### config.mk
export PLATFORM = sky130hd
export DESIGN_NAME = timer_slave_ip
export DESIGN_NICKNAME = d
export VERILOG_FILES = /design/src/rtl/timer_slave_ip.sv
export SDC_FILE = /design/constraint.sdc
export NUM_CORES = 1
export LEC_CHECK = 0
export ABC_AREA = 1
export CAP_MARGIN = 0
export CORE_MARGIN = 1
export CORE_UTILIZATION = 49
export DETAILED_ROUTE_END_ITERATION = 8
export PLACE_DENSITY = 0.73
export SETUP_SLACK_MARGIN = 0.15
export SLEW_MARGIN = 20
export SYNTH_ARGS = -nofsm -noshare
export SYNTH_HDL_FRONTEND = slang
export SYNTH_SLANG_ARGS = --single-unit
### constraint.sdc
create_clock -name clk -period 4.72 [get_ports clk]
set_input_delay 0.944 -clock clk [delete_from_list [all_inputs] [get_ports clk]]
set_output_delay 0.944 -clock clk [all_outputs]
set_load 0.03 [all_outputs]
### src/rtl/timer_slave_ip.sv
// timer_slave_ip: memory-mapped prescaled up-counter with compare match,
// overflow detection, write-1-to-clear status and a level interrupt.
module timer_slave_ip #(
    parameter int DATA_WIDTH = 32
) (
    input  logic                  clk,
    input  logic                  rst_n,
    input  logic [DATA_WIDTH-1:0] wd,
    input  logic [31:0]           address,
    input  logic                  we,
    input  logic                  re,
    output logic [DATA_WIDTH-1:0] rd,
    output logic                  irq
);
    logic [2:0]            ctrl_q, ctrl_d;
    logic [15:0]           prescale_q, prescale_d, psc_q, psc_d;
    logic [DATA_WIDTH-1:0] compare_q, compare_d, count_q, count_d;
    logic [1:0]            status_q, status_d;
    logic [2:0]            sel;
    logic                  wr_ctrl, wr_pre, wr_cmp, wr_cnt, wr_sts;
    logic                  tick, hit, ovf_set;
    logic                  unused_addr;

    assign sel         = address[4:2];
    assign unused_addr = ^{address[31:5], address[1:0]};
    assign wr_ctrl     = we && sel == 3'd0;
    assign wr_pre      = we && sel == 3'd1;
    assign wr_cmp      = we && sel == 3'd2;
    assign wr_cnt      = we && sel == 3'd3;
    assign wr_sts      = we && sel == 3'd4;

    // A software load of COUNT wins over the tick, so no flags can be raised by it.
    always_comb begin
        tick       = ctrl_q[0] && psc_q == prescale_q;
        hit        = tick && !wr_cnt && count_q == compare_q;
        ovf_set    = tick && !wr_cnt && &count_q && !(hit && ctrl_q[1]);
        ctrl_d     = wr_ctrl ? wd[2:0] : ctrl_q;
        prescale_d = wr_pre ? wd[15:0] : prescale_q;
        compare_d  = wr_cmp ? wd : compare_q;
        psc_d      = (wr_ctrl || wr_pre || !ctrl_q[0] || tick) ? 16'd0 : psc_q + 16'd1;
        count_d    = wr_cnt ? wd :
                     !tick ? count_q :
                     (hit && ctrl_q[1]) ? '0 : count_q + DATA_WIDTH'(1);
        status_d   = (status_q & ~(wr_sts ? wd[1:0] : 2'b00)) | {ovf_set, hit};
    end

    always_ff @(posedge clk or negedge rst_n) begin
        if (!rst_n) begin
            ctrl_q     <= '0;
            prescale_q <= '0;
            compare_q  <= '1;
            count_q    <= '0;
            status_q   <= '0;
            psc_q      <= '0;
        end else begin
            ctrl_q     <= ctrl_d;
            prescale_q <= prescale_d;
            compare_q  <= compare_d;
            count_q    <= count_d;
            status_q   <= status_d;
            psc_q      <= psc_d;
        end
    end

    always_comb begin
        rd  = !re ? '0 :
              sel == 3'd0 ? DATA_WIDTH'(ctrl_q) :
              sel == 3'd1 ? DATA_WIDTH'(prescale_q) :
              sel == 3'd2 ? compare_q :
              sel == 3'd3 ? count_q :
              sel == 3'd4 ? DATA_WIDTH'(status_q) : '0;
        irq = status_q[0] & ctrl_q[2];
    end
endmodule
==> flow_summary_export.csv, run 1 <==
group,metric,value,unit
status,status,"finished, final reports clean",
route,routed_wl,18.58,mm
final_layout,n_antenna_cell,0,
synth,ys_top_cells_by_count,"339 x nand2_1, 153 x inv_1, 94 x nor2_1",
synth,synth_nets,1092,
floorplanning,rows,42,
setup_path,crit_type,"in -> out",
synth,synth_cells,1022,
synth,ys_top_cells_by_area,"dfrtp_1 25%, nand2_1 19%, dfstp_2 12%, inv_1 8.4%, nor2_1 5.2%",
synth,yosysTopAreaCell,"dfrtp_1",
setup_path,start_kind,"input pin",
timing,relSlewSlack,28.55,%
synth,synth_area,0.006819,sq mm
route,first_pass_iters,5,
synth,ys_seq_area_share,37.65,%
route,dr_total_vias,6507,
pwr,p_leak,0.003863,uW
global_route,grt_start_max_net_pins,75,
clock_tree,clock_path_buffers,2,
timing,clock.fmax,238.4,MHz
floorplanning,start_util,50.89,%
timing,worstMarginPinSlew,1.071,ns
placement,dpl.hpwl,13.41,mm
global_route,grt_pass1_wl,31.13,mm
clock_tree,tritoncts,"yes",
timing,fin_worst_skew,0.006503,ns
floorplanning,die_w,120.0,microns
pwr,ir_worst_vdd,0.2245,mV
synth,ys_ff_latch,101,
setup_path,required,3.78,ns
route,wl_per_cell,14.77,microns
placement,place_congestion,0.9015,
floorplanning,die_y,120.0,microns
timing,hold_viol_final,0,
synth,ys_types,38,
clock_tree,clock_sinks,101,
placement,port_buffers,71,
final_layout,final_nets,1147,
synth,synth-edff-count,0,
clock_tree,worstSkewPairLatency,0.36,ns
final_layout,final_core_util,59.65,%
route,vias_per_cell,5.172,
timing,finalSetupTns,0,ns
global_route,track_usage,27.50,%
setup_path,crit_path_end_kind,"output pin",
route,antenna_left,0,
timing,rsz0062_at_grt,"no",
synth,synth_top_area_share,25.32,%
timing,final-setup-viol-count,0,
timing,maxSlewViolCount,0,
floorplanning,coreArea,0.01340,sq mm
floorplanning,ios,101,
global_route,antenna_found_initial,0,
run,maxCapViolCount,0,
synth,synth.most_common_cell,"nand2_1",
route,drt_iter0_markers,541,
synth,yosys_warnings,0,
worst_hold_path,holdCritPathClass,"reg -> reg",
clock_tree,htree_num_levels,3,
synth,async_reset_ff_share,100.0,%
clock_tree,hold_buffers,0,
route,drc,0,
timing,timing.final.crit_share,88.87,%
synth,synth-main-ff-cell,"dfrtp_1",
floorplanning,die-area,0.01439,sq mm
setup_path,worstPathMaxFanout,16,
global_route,grt_pass1_vias,6235,
clock_tree,root_buffer,"clkbuf_16",
final_layout,num-fill-cells,1307,
clock_tree,clk_pin_slew,0.07,ns
pwr,power.density_cell_area,352.6,mW/mm^2
timing,min_period,4.195,ns
final_layout,area_growth_syn_to_layout,17.21,%
final_layout,layout-drive-gt1-share,9.704,%
clock_tree,cts-buffers-inserted,9,
setup_path,crit_arrival,3.25,ns
synth,syn_avg_cell_area,6.672,sq um
global_route,grt_overflow,0,
==> power breakdown <==
part / total (uW) / internal, uW / switching, uW
Sequential: 1250 / 1050 / 205
Combinational: 689 / 274 / 416
Clock: 876 / 532 / 344
Total: 2820 / 1850 / 965
==> worst paths after layout <==
kind	from	end	slack, ns	cells past startpoint
hold reg to reg	compare_q[17]$_DFFE_PN1P_	compare_q[17]$_DFFE_PN1P_	0.49	2
max in group asynchronous	rst_n	compare_q[24]$_DFFE_PN1P_	3.02	2
setup reg to reg	count_q[14]$_DFFE_PN0P_	count_q[20]$_DFFE_PN0P_	2.63	12
setup / recovery	address[3]	rd[18]	0.53	9
min in group asynchronous	rst_n	psc_q[0]$_DFF_PN0_	0.72	1
hold / removal	compare_q[17]$_DFFE_PN1P_	compare_q[17]$_DFFE_PN1P_	0.49	2
==> per-layer routing <==
| metal | global-route usage, % | share of wire (%) | vias up | wire length [microns] |
|---|---|---|---|---|
| met3 | 5.846 | 6.0 | 16 | 1115 |
| li1 | - | - | 3325 | - |
| met5 | 0 | 0 | - | 0 |
| met1 | 37.84 | 47 | 2970 | 8665 |
| met2 | 43.97 | 46 | 196 | 8613 |
| met4 | 6.719 | 0.99 | 0 | 183 |
==> per-stage QoR <==
stage                     cells  instance area (sq um)  total power [uW]  setup slack (ns)  hold slack [ns]
after CTS                  1258                   7984              2828            0.4426           0.4950
after global routing       1258                   7993              3001            0.2637           0.5171
after global placement     1242                   7635              1927            0.4615           0.4790
after floorplan            1022                   6819              1727             1.612           0.4669
final                      1258                   7993              2818            0.5254           0.4908
after detailed placement   1242                   7635              1945            0.4476           0.4836
==> cell type report <==
| type | instances | area, sq um | share of cell area [%] |
|---|---|---|---|
| flip-flops and latches | 101 | 2567 | 32.12 |
| clock buffers | 10 | 239.0 | 2.990 |
| inverters | 161 | 608.1 | 7.608 |
| clock inverters | 6 | 110.1 | 1.378 |
| well taps | 176 | 220.2 | 2.755 |
| multi-input cells | 723 | 3467 | 43.38 |
| repair buffers | 81 | 780.7 | 9.768 |
==> registers in the layout, indices dropped and copies added, names as in the netlist <==
register    flops
compare_q      32
status_q        2
prescale_q     16
psc_q          16
count_q        32
ctrl_q          3
==> cells in the final DEF, fill, tap and decap left out, drive strengths merged, types with 5 or more instances in the layout <==
cell type and count:
nand2 345, inv 160, nor2 105, dfrtp 69
clkdlybuf4s50 69, o21ai 61, nand3 54, dfstp 32
a22oi 30, a21oi 30, xor2 25, nor3 22
nand4 21, o22ai 12, buf 12, clkbuf 10
nor4 5
==> worst max-delay path, stage by stage <==
cell and delay, ns:
clkdlybuf4s50_1 0.53, inv_1 0.08, nor2_1 0.15, nand2_1 0.15, clkinvlp_4 0.22, buf_4 0.27
a22oi_1 0.09, nor2_1 0.11, clkdlybuf4s50_1 0.69
==> what timing repair did <==
item                                    in CTS  in global routing
setup buffers                                0                  0
resized for setup                            0                  1
endpoints found under the setup margin       0                  1
==> cell families after synthesis <==
family / synth area share, %
simple gates: 35.34
compound gates: 11.43
xor+xnor: 3.596
buf+inv: 11.61
flops: 37.65
fa+ha+maj: 0.3669
No activity file was read; power rests on OpenSTA's default activity.
==> run 2, diff against run 1 <==
CORE_UTILIZATION = 60   (was 49)
PLACE_DENSITY = 0.87   (was 0.73)
==> run 2 against run 1 <==
Effect of this change: clock power about the same; wire length decreased by 1.4%; count of clock-buffer cells in the layout increased by 1; final area decreased by 0.61%; sequential power about the same; register-to-register slack got worse by 0.07 ns; sequential cell count unchanged; power increased by 0.38%; setup slack improved by 0.083 ns.
==> flow_summary_export.csv, run 2 (synthesis results as in run 1) <==
group,metric,value,unit
route,antenna_left,0,
final_layout,multi_input_area,0.003467,sq mm
clock_tree,htree_num_levels,3,
worst_hold_path,holdCritPathClass,"reg -> reg",
pwr,p_total,2829,uW
timing,min_period,4.112,ns
pwr,ir_worst_vdd,0.3195,mV
setup_path,cp_top_family,"buffers and inverters",
timing,relSlewSlack,33.27,%
final_layout,num-fill-cells,896,
clock_tree,cts-buffers-inserted,9,
final_layout,n_antenna_cell,0,
timing,final-setup-viol-count,0,
final_layout,layout-drive-gt1-share,9.259,%
floorplanning,rows,38,
placement,dpl.hpwl,12.87,mm
pwr,power.density_cell_area,356.1,mW/mm^2
route,routed_wl,18.32,mm
placement,place_congestion,0.9518,
clock_tree,post_cts_buffers,0,
route,drt_iter0_markers,645,
final_layout,seqCellArea,0.002567,sq mm
final_layout,layout_commonest_cell,"nand2_1",
route,drc,0,
clock_tree,hold_buffers,0,
clock_tree,clock_sinks,101,
global_route,grt_overflow,0,
placement,port_buffers,71,
floorplanning,die_y,108.6,microns
global_route,grt_start_max_net_pins,76,
setup_path,crit_arrival,3.17,ns
clock_tree,clk_pin_slew,0.07,ns
global_route,grt_pass1_vias,6128,
clock_tree,worstSkewPairLatency,0.36,ns
setup_path,start_kind,"input pin",
pwr,p_leak,0.003864,uW
setup_path,slowest_stage,"clkdlybuf4s50_1",
timing,whs,0.4944,ns
clock_tree,tritoncts,"yes",
setup_path,crit_buf_inv,5,
final_layout,final_cell_mix,"338 x nand2_1, 153 x inv_1, 94 x nor2_1, 70 x clkdlybuf4s50_1, 69 x dfrtp_1",
route,wl_per_cell,15.02,microns
timing,finalSetupTns,0,ns
final_layout,reg_top3,"compare_q (32), count_q (32)",
final_layout,final_nets,1145,
setup_path,crit_path_end_kind,"output pin",
timing,timing.final.crit_share,87.11,%
timing,worstMarginPinSlew,0.9998,ns
route,first_pass_iters,5,
floorplanning,coreArea,0.01094,sq mm
global_route,grt_pass1_wl,29.85,mm
clock_tree,root_buffer,"clkbuf_16",
timing,hold_viol_final,0,
clock_tree,clock_path_buffers,2,
timing,rsz0062_at_grt,"no",
final_layout,area_growth_syn_to_layout,16.50,%
global_route,antenna_found_initial,0,
timing,maxSlewViolCount,0,
floorplanning,start_util,62.36,%
setup_path,crit_type,"in -> out",
run,maxCapViolCount,0,
setup_path,critPathMaxStageDelay,0.72,ns
floorplanning,die-area,0.01180,sq mm
setup_path,crit_chain,"clkdlybuf4s50_1, inv_1, nor2_1, nand2_1, inv_1, buf_12, a22oi_1, a21oi_1, clkdlybuf4s50_1",
clock_tree,cts.repair.resized,0,
setup_path,required,3.78,ns
floorplanning,ios,101,
route,dr_total_vias,6755,
timing,clock.fmax,243.2,MHz
floorplanning,die_w,108.6,microns
timing,fin_worst_skew,0.01021,ns
global_route,track_usage,33.06,%
route,vias_per_cell,5.537,
setup_path,worstPathMaxFanout,31,
status,status,"finished, final reports clean",
-- run 2: tightest hold or removal path: cells and delay by family, from the launching register on --
family                 cells  cell delay, ns
DFF                        1            0.38
buffers and inverters      1            0.06
AOI/OAI and AO/OA          1            0.06
-- run 2: report_power, final --
part           switching, uW  internal (uW)  total (uW)
logic                    424            276         700
clock network            344            535         879
registers                202           1050        1250
total                    970           1860        2830
-- run 2: final timing paths --
path                                            startpoint                        end  slack, ns  cells past startpoint
worst min-delay path             compare_q[21]$_DFFE_PN1P_  compare_q[21]$_DFFE_PN1P_       0.49                      2
worst min register to register   compare_q[21]$_DFFE_PN1P_  compare_q[21]$_DFFE_PN1P_       0.49                      2
min in group asynchronous                            rst_n         psc_q[7]$_DFF_PN0_       0.73                      1
worst max register to register  prescale_q[12]$_DFFE_PN0P_    count_q[20]$_DFFE_PN0P_       2.56                      8
worst max-delay path                            address[3]                      rd[7]       0.61                      9
max in group asynchronous                            rst_n  compare_q[31]$_DFFE_PN1P_       3.03                      2
-- run 2: cell type report --
class	instances	area share (%)
Multi-Input combinational cell	723	43.64
Sequential cell	101	32.32
Timing Repair Buffer	79	9.828
Inverter	161	7.608
Clock buffer	11	3.056
Tap cell	140	2.205
Clock inverter	5	1.339
-- run 2: per-stage QoR --
stage	worst slack, ns	std cells	cell area, sq um	util [%]
final	0.6082	1220	7944	72.64
after global routing	0.5183	1220	7944	72.64
after CTS	0.6049	1220	7939	72.60
after detailed placement	0.6182	1204	7590	69.41
after global placement	0.6304	1204	7590	69.41
after floorplan	1.612	1022	6819	-
-- run 2: per-layer routing --
metal  global-route usage [%]  vias to the layer above  wire length (microns)  part of all wire (%)
li1                         -                     3320                      -                     -
met1                    46.38                     3111                   8212                    45
met2                    51.99                      290                   8365                    46
met3                    5.907                       34                   1381                   7.5
met4                    10.23                        0                    364                   2.0
met5                        0                        -                      0                     0
